==> src/rtl/minirisc_fetch.sv <==
// Instruction fetch front-end for the minirisc core: stores a small program and
// streams {opcode, operand} entries to the core over a valid/ready handshake.
module minirisc_fetch #(
  parameter int          DEPTH   = 16,
  parameter logic [7:0]  HALT_OP = 8'hFF,
  localparam int         PW      = $clog2(DEPTH)
) (
  input  logic          clk,
  input  logic          rst,
  input  logic          wr_en,
  input  logic [7:0]    wr_opcode,
  input  logic [7:0]    wr_operand,
  input  logic          clear,
  input  logic          start,
  input  logic          jump_en,
  input  logic [PW-1:0] jump_addr,
  input  logic          instr_ready,
  output logic          instr_valid,
  output logic [7:0]    instr_opcode,
  output logic [7:0]    instr_operand,
  output logic [PW-1:0] pc,
  output logic [PW:0]   prog_len,
  output logic          full,
  output logic [1:0]    state_out,
  output logic          halted
);

  typedef struct packed {
    logic [7:0] opcode;
    logic [7:0] operand;
  } instr_t;

  typedef enum logic [1:0] {IDLE = 2'd0, RUN = 2'd1, HALT = 2'd2} state_t;

  state_t          state, state_nxt;
  instr_t          mem [DEPTH];
  instr_t          rd_ent;
  logic [PW:0]     target;
  logic [PW-1:0]   rd_addr;
  logic            hs, halt_now, go, can_wr, is_full, do_clear;

  // Target is one bit wider than pc so pc+1 past the last entry never wraps.
  always_comb begin
    target   = jump_en ? {1'b0, jump_addr} : ({1'b0, pc} + {{PW{1'b0}}, 1'b1});
    hs       = (state == RUN) && instr_valid && instr_ready;
    halt_now = (instr_opcode == HALT_OP) || (target >= prog_len);
    is_full  = (prog_len == (PW+1)'(DEPTH));
    do_clear = clear && ((state == IDLE) || (state == HALT));
    go       = start && !clear && (prog_len != '0) &&
               ((state == IDLE) || (state == HALT));
    can_wr   = (state == IDLE) && wr_en && !clear && !is_full;
    rd_addr  = go ? '0 : target[PW-1:0];
    rd_ent   = mem[rd_addr];
  end

  // State register
  always_ff @(posedge clk) begin
    if (rst) state <= IDLE;
    else     state <= state_nxt;
  end

  // Next-state logic
  always_comb begin
    state_nxt = state;
    case (state)
      IDLE:    if (go) state_nxt = RUN;
      RUN:     if (hs && halt_now) state_nxt = HALT;
      HALT:    if (clear) state_nxt = IDLE;
               else if (go) state_nxt = RUN;
      default: state_nxt = IDLE;
    endcase
  end

  // Output decode
  always_comb begin
    state_out = state;
    halted    = (state == HALT);
    full      = is_full;
  end

  // Program memory: not reset, so a reset or clear only forgets the length.
  always_ff @(posedge clk) begin
    if (!rst && can_wr) mem[prog_len[PW-1:0]] <= {wr_opcode, wr_operand};
  end

  always_ff @(posedge clk) begin
    if (rst) begin
      pc            <= '0;
      prog_len      <= '0;
      instr_valid   <= 1'b0;
      instr_opcode  <= '0;
      instr_operand <= '0;
    end else begin
      if (do_clear)    prog_len <= '0;
      else if (can_wr) prog_len <= prog_len + 1'b1;

      if (go) begin
        pc            <= '0;
        instr_valid   <= 1'b1;
        instr_opcode  <= rd_ent.opcode;
        instr_operand <= rd_ent.operand;
      end else if (hs) begin
        // Accepted entry is replaced in the same edge, so no bubble on valid.
        if (halt_now) begin
          instr_valid <= 1'b0;
        end else begin
          pc            <= target[PW-1:0];
          instr_opcode  <= rd_ent.opcode;
          instr_operand <= rd_ent.operand;
        end
      end
    end
  end

endmodule
==> config.mk <==
export PLATFORM = sky130hd
export DESIGN_NAME = minirisc_fetch
export DESIGN_NICKNAME = d
export VERILOG_FILES = /design/src/rtl/minirisc_fetch.sv
export SDC_FILE = /design/constraint.sdc
export NUM_CORES = 1
export LEC_CHECK = 0
export ABC_CLOCK_PERIOD_IN_PS = 4900
export BUFFER_PORTS_ARGS = -buffer_cell sky130_fd_sc_hd__buf_2
export CORE_UTILIZATION = 25
export DETAILED_ROUTE_END_ITERATION = 7
export GPL_TIMING_DRIVEN = 0
export MAX_ROUTING_LAYER = met4
export PLACE_DENSITY = 0.38
export SLEW_MARGIN = 20
export SYNTH_ARGS = -nofsm -noshare
export SYNTH_HDL_FRONTEND = slang
export SYNTH_SLANG_ARGS = --single-unit
==> constraint.sdc <==
create_clock -name clk -period 4.9 [get_ports clk]
set_clock_uncertainty 0.1 [all_clocks]
set_input_delay 0.735 -clock clk [delete_from_list [all_inputs] [get_ports clk]]
set_output_delay 0.735 -clock clk [all_outputs]
set_load 0.1 [all_outputs]
After elaboration in Yosys (flattened, before gate mapping):

Memories as Yosys holds them, arrays and structs flattened.
Cells that the tools add are included.

* bits in registers: 28
* word-level logic and storage cells: 59
* memories: 1
* bits in writable memories: 256
* output and inout bits: 30
* input bits: 27

Memories
* mem: words 16, bits a word 16, rd ports 1, clocked after Yosys merged registers in 0, write ports 1, RTL line 36 `instr_t mem [DEPTH];`

* muxes and demuxes: 17
* reductions and logical operators: 25
* eq/ne operators: 6
* add/subtract/negate cells: 2
* order comparisons: 1
* bitwise operators: 1

Operators with widths (count)
* two-way mux 8 bit: 6
* logical AND 1 bit: 11
* == test 8 bit (second input constant): 1
* two-way mux 2 bit: 3
* case mux 2 bit (3 select lines): 1
* AND reduction 2 bit: 3
* adder 4 x 1 -> 5 bit (second input constant): 1
* adder 5 x 1 -> 5 bit (second input constant): 1
* == test 5 bit (second input constant): 1
* >= comparator 5 bit: 1
* two-way mux 1 bit: 5
* two-way mux 5 bit: 1
* nonzero test 5 bit: 1
* two-way mux 4 bit: 1
* != test 2 x 1 -> 1 bit (second input constant): 2
* nonzero test 2 bit: 2
* OR reduction 2 bit: 2
* zero test 1 bit: 3
* == test 2 x 1 -> 1 bit (second input constant): 1
* == test 2 bit (second input constant): 1
* zero test 2 bit: 1
* logical OR 1 bit: 2
* inverter 1 bit: 1

Logic depth before layout (Yosys ltp):

An unclocked memory read counts as a cell.

* depth in word-level cells: 9
* mapped depth: 15
* depth with buffers taken out: 11

Worst setup path after synthesis:

No wires, ideal clock.

* kind: register -> register
* from: reg prog_len[0]
* to: mem mem[0][0] (netlist name), enable pin
* cell stages (with the launch flop): 8
* arrival: 3.915 ns
* path buffers: 0
* library setup time: 0.409 ns
* required time: 4.391 ns
* period minus slack after synthesis: 4.424 ns
* slack: 0.476 ns
* path through: dfxtp_1 > inv_1 > ha_1 > and4_1 > and4bb_2 > and2_1 > nand2_1 > nor3_1

* cells in the longest elaborated chain, start to end: 6

RTL lines
* start: declaration: RTL line 22 `output logic [PW:0] prog_len,`
* start signal: assignment: RTL line 95 `else if (can_wr) prog_len <= prog_len + 1'b1;`
* == test 5 bit: RTL line 47 `is_full = (prog_len == (PW+1)'(DEPTH));`
* net full: RTL line 23 `output logic full,`
* zero test 1 bit: RTL line 51 `can_wr = (state == IDLE) && wr_en && !clear && !is_full;`
* logical AND 1 bit: RTL line 51
* logical AND 1 bit: RTL line 83 `if (!rst && can_wr) mem[prog_len[PW-1:0]] <= {wr_opcode, wr_operand};`
* two-way mux 1 bit: RTL line 83
* two-way mux 1 bit (not written as such): RTL line 83
* end: declaration: RTL line 36

The timed path passes the listed nets, and every way through them passes these cells.

Worst setup path in the final report:

* from: reg pc[0]
* to: reg instr_operand[5]

* cells in the longest elaborated chain, start to end: 7
* elaborated cells between the ends (all ways): 11
* classes of those cells: 1 x add/sub; 1 x order compare; 1 x eq/ne; 5 x mux; 2 x reduce/logical; 1 x memory

RTL lines
* start: declaration: RTL line 21 `output logic [PW-1:0] pc,`
* start signal: assignment: RTL line 107 `pc <= target[PW-1:0];`
* adder 4 x 1 -> 5 bit (*): RTL line 44 `target = jump_en ? {1'b0, jump_addr} : ({1'b0, pc} + {{PW{1'b0}}, 1'b1});`
* two-way mux 5 bit (*): RTL line 44
* net target[1]: RTL line 38 `logic [PW:0] target;`
* two-way mux 4 bit: RTL line 52 `rd_addr = go ? '0 : target[PW-1:0];`
* memory read (16 x 16 bit)
* two-way mux 8 bit: RTL line 104 `if (halt_now) begin`
* two-way mux 8 bit: RTL line 102 `end else if (hs) begin`
* two-way mux 8 bit: RTL line 97 `if (go) begin`
* end signal: assignment: RTL line 101 `instr_operand <= rd_ent.operand;`
* end signal: assignment: RTL line 109 `instr_operand <= rd_ent.operand;`
* end: declaration: RTL line 20 `output logic [7:0] instr_operand,`

Mark *: on every way through the listed nets, which the timed path passes. The rest lies on a longest branch. The select of a mux whose other input is x is not followed.
A chain may end at the register's enable or synchronous reset.

==> out/qor.csv <==
metric,value,unit
Slew Limit Fails,0,
Port Buffers,56,
CTS buffer count,36,
CP Cell Sequence,ha_1 > mux2i_4 > inv_1 > clkbuf_1 > ha_1 > a2111oi_0 > o211a_2 > and3_1 > clkbuf_1 > buf_2 > a32oi_1 > o31ai_2,
fin crit period,4.66,ns
"Max FO, Critical Path",10,
"slowest stage delay, CP",0.70,ns
CTS Buffer Depth,3,
Die H,219,um
Pint,4290,uW
Hold Crit Class,primary input to flop,
Sequential Power Share,47.9,%
Finished Cell Area,0.0142,mm2
max-cap violations,0,
post-cts sizing count,1,
post-DR vias/cell,4.91,
DR vias,7825,
antenna violations before repair,0,
"commonest cells after routing, fill and taps aside","256 x edfxtp_1, 96 x o21ai_0, 73 x buf_2, 65 x nand3_1, 53 x a21oi_1",
number of diodes,0,
I/O pins,57,
ys flop type,edfxtp_1,
fin crit share,95.1,%
"commonest non-fill, non-tap cell in the layout",edfxtp_1,
Chip Width,219,um
clock sinks,284,
vias in the first global route,7970,
Setup WS pre-CTS,-0.355,ns
CTS tree,done,
Root Buffer,clkbuf_16,
postcts setup bufs,0,
synthesized area,0.0118,mm2
routability cong.,0.781,
Post-synth ARST share,0,%
Finished Layout Cells,1595,
synth-to-layout area growth,20.3,%
Crit path arrival time,4.99,ns
WP buf/inv,4,
row count,79,
Switch Pwr,1240,uW
GRT overflow,0,
Routed WL,38900,um
VDD IR max,0.215,mV
pin count of the biggest net entering global routing,17,
synth unique cells,52,
syn_nets,894,
Crit-path slowest cell,a2111oi_0,
# DRC,0,
cell family with the largest share of critical-path delay,buffers and inverters,
achievable clock frequency,215,MHz
status,"finished, final reports clean",
Syn Area/Cell,13.8,um2
required time of the critical path,5.23,ns
antenna violation net count after detailed routing,0,
"FF+latch count, synth",284,
placed insts,1535,
Leak,0.00466,uW
max_slew headroom,30.1,%
power share of the combinational group,5.5,%
RSZ-0062 raised after global routing,false,
post-synthesis instance total,857,
DR WL/cell,24.4,um
pwr/cell area,390,mW/mm2
drt pass-1 iters,5,
nets,1003,
clock latency on the worst-skew pair,0.54,ns
"EDFF count, synth",256,
post-synthesis sequential area ratio,70.0,%
# setup viols final,0,
Final Hold Viols,0,
die footprint,0.0480,mm2
final worst slack,0.239,ns
Sw Ratio,22.4,%
DRT iter0 DRCs,526,
total negative slack,0,ns
first-pass GRT wire length,56900,um
crit start category,flop,
Starting Density,25.3,%
Clock power frac,46.6,%
hpwl dp,27500,um
core area,0.0466,mm2
CP Class,flop to flop,
Total GRT Usage,17.1,%
clock-pin slew on the worst setup and hold paths,0.06,ns
CP Capture Type,flop,
Synth warnings,0,
Worst Max-Slew Pin Slew,1.05,ns
hold-fix buffers at CTS,0,
H-tree depth,2,
"Cell Area, Placed",0.0131,mm2
layout cell share with drive strength beyond 1,17.5,%
Total Power,5530,uW
## routing by layer
metal	part of all wire (%)	up-vias	global-route usage (%)
met5	0	-	-
met4	3.3	0	6.44
met3	4.2	63	2.41
met2	48	173	27.4
met1	44	3982	21.8
li1	-	3607	-
## power by group through the flow
stage / logic [uW] / clock network, uW / registers [uW]
2_1_floorplan: 146 / 0 / 2710
5_1_grt: 332 / 2730 / 2650
4_1_cts: 310 / 2630 / 2650
3_5_place_dp: 309 / 0 / 2700
3_3_place_gp: 307 / 0 / 2700
6_report: 306 / 2580 / 2650
## synth_stat cells (5+ instances only)
library cell    n  area share [%]
nor2_1         24            0.76
buf_2          17            0.72
and3_1         34             1.8
o31ai_2         8            0.85
a22o_1         16             1.2
o31ai_1         5            0.32
mux2i_1        19             1.6
nand4_1        16            0.85
nor3_1          5            0.21
ha_1           10             1.1
buf_6           5            0.48
nand2_1        18            0.57
o21ai_0        96             4.1
nand3_1        65             2.8
a211o_1        15             1.1
inv_1          10            0.32
a32oi_1        15             1.1
dfxtp_1        28             4.8
edfxtp_1      256              65
a211oi_1       35             2.2
a21oi_1        53             2.3
nand4b_1       15             1.1
clkbuf_1       43             1.4
o21ai_1         7            0.30
## through the flow
stage          hold slack (ns)  util [%]
5_1_grt                  0.341      30.5
4_1_cts                  0.322      30.5
6_report                 0.352      30.5
2_1_floorplan            0.480         -
3_5_place_dp             0.415      28.0
3_3_place_gp             0.415      27.6
## logic make-up (layout without fill, tap and decap cells)
logic type | count (synthesis) | after routing | share of synthesized area (%)
AO/OA/AOI/OAI | 263 | 263 | 14.4
XOR/XNOR | 5 | 5 | 0.372
adder cells (fa/ha/maj) | 10 | 10 | 1.06
buffers and inverters | 78 | 209 | 2.98
flip-flops | 284 | 284 | 70.0
multiplexers | 20 | 20 | 1.73
AND/OR/NAND/NOR | 197 | 197 | 9.52
## final cells by class
type                            instances  area [um2]
Buffer                                 67         310
Clock buffer                           39         933
Clock inverter                         21         191
Fill cell                            4668       32400
Inverter                               11        41.3
Multi-Input combinational cell        495        3270
Sequential cell                       284        8250
Tap cell                              607         759
Timing Repair Buffer                   71         434
## worst paths after layout
check,start,to,slack [ns],cells past startpoint
max,pc[0]$_SDFFE_PP0P_,instr_operand[5]$_SDFFE_PP0P_,0.24,12
min,rst,instr_valid$_SDFFE_PP0P_,0.35,2
max reg2reg,pc[0]$_SDFFE_PP0P_,instr_operand[5]$_SDFFE_PP0P_,0.24,12
min reg2reg,instr_valid$_SDFFE_PP0P_,instr_valid$_SDFFE_PP0P_,0.42,2
## state kept, by name, summed over array words and instances (netlist names)
register       flops
instr_opcode       8
instr_operand      8
mem              256
instr_valid        1
prog_len           5
pc                 4
state_out          2
No activity file was read; power rests on OpenSTA's default activity.
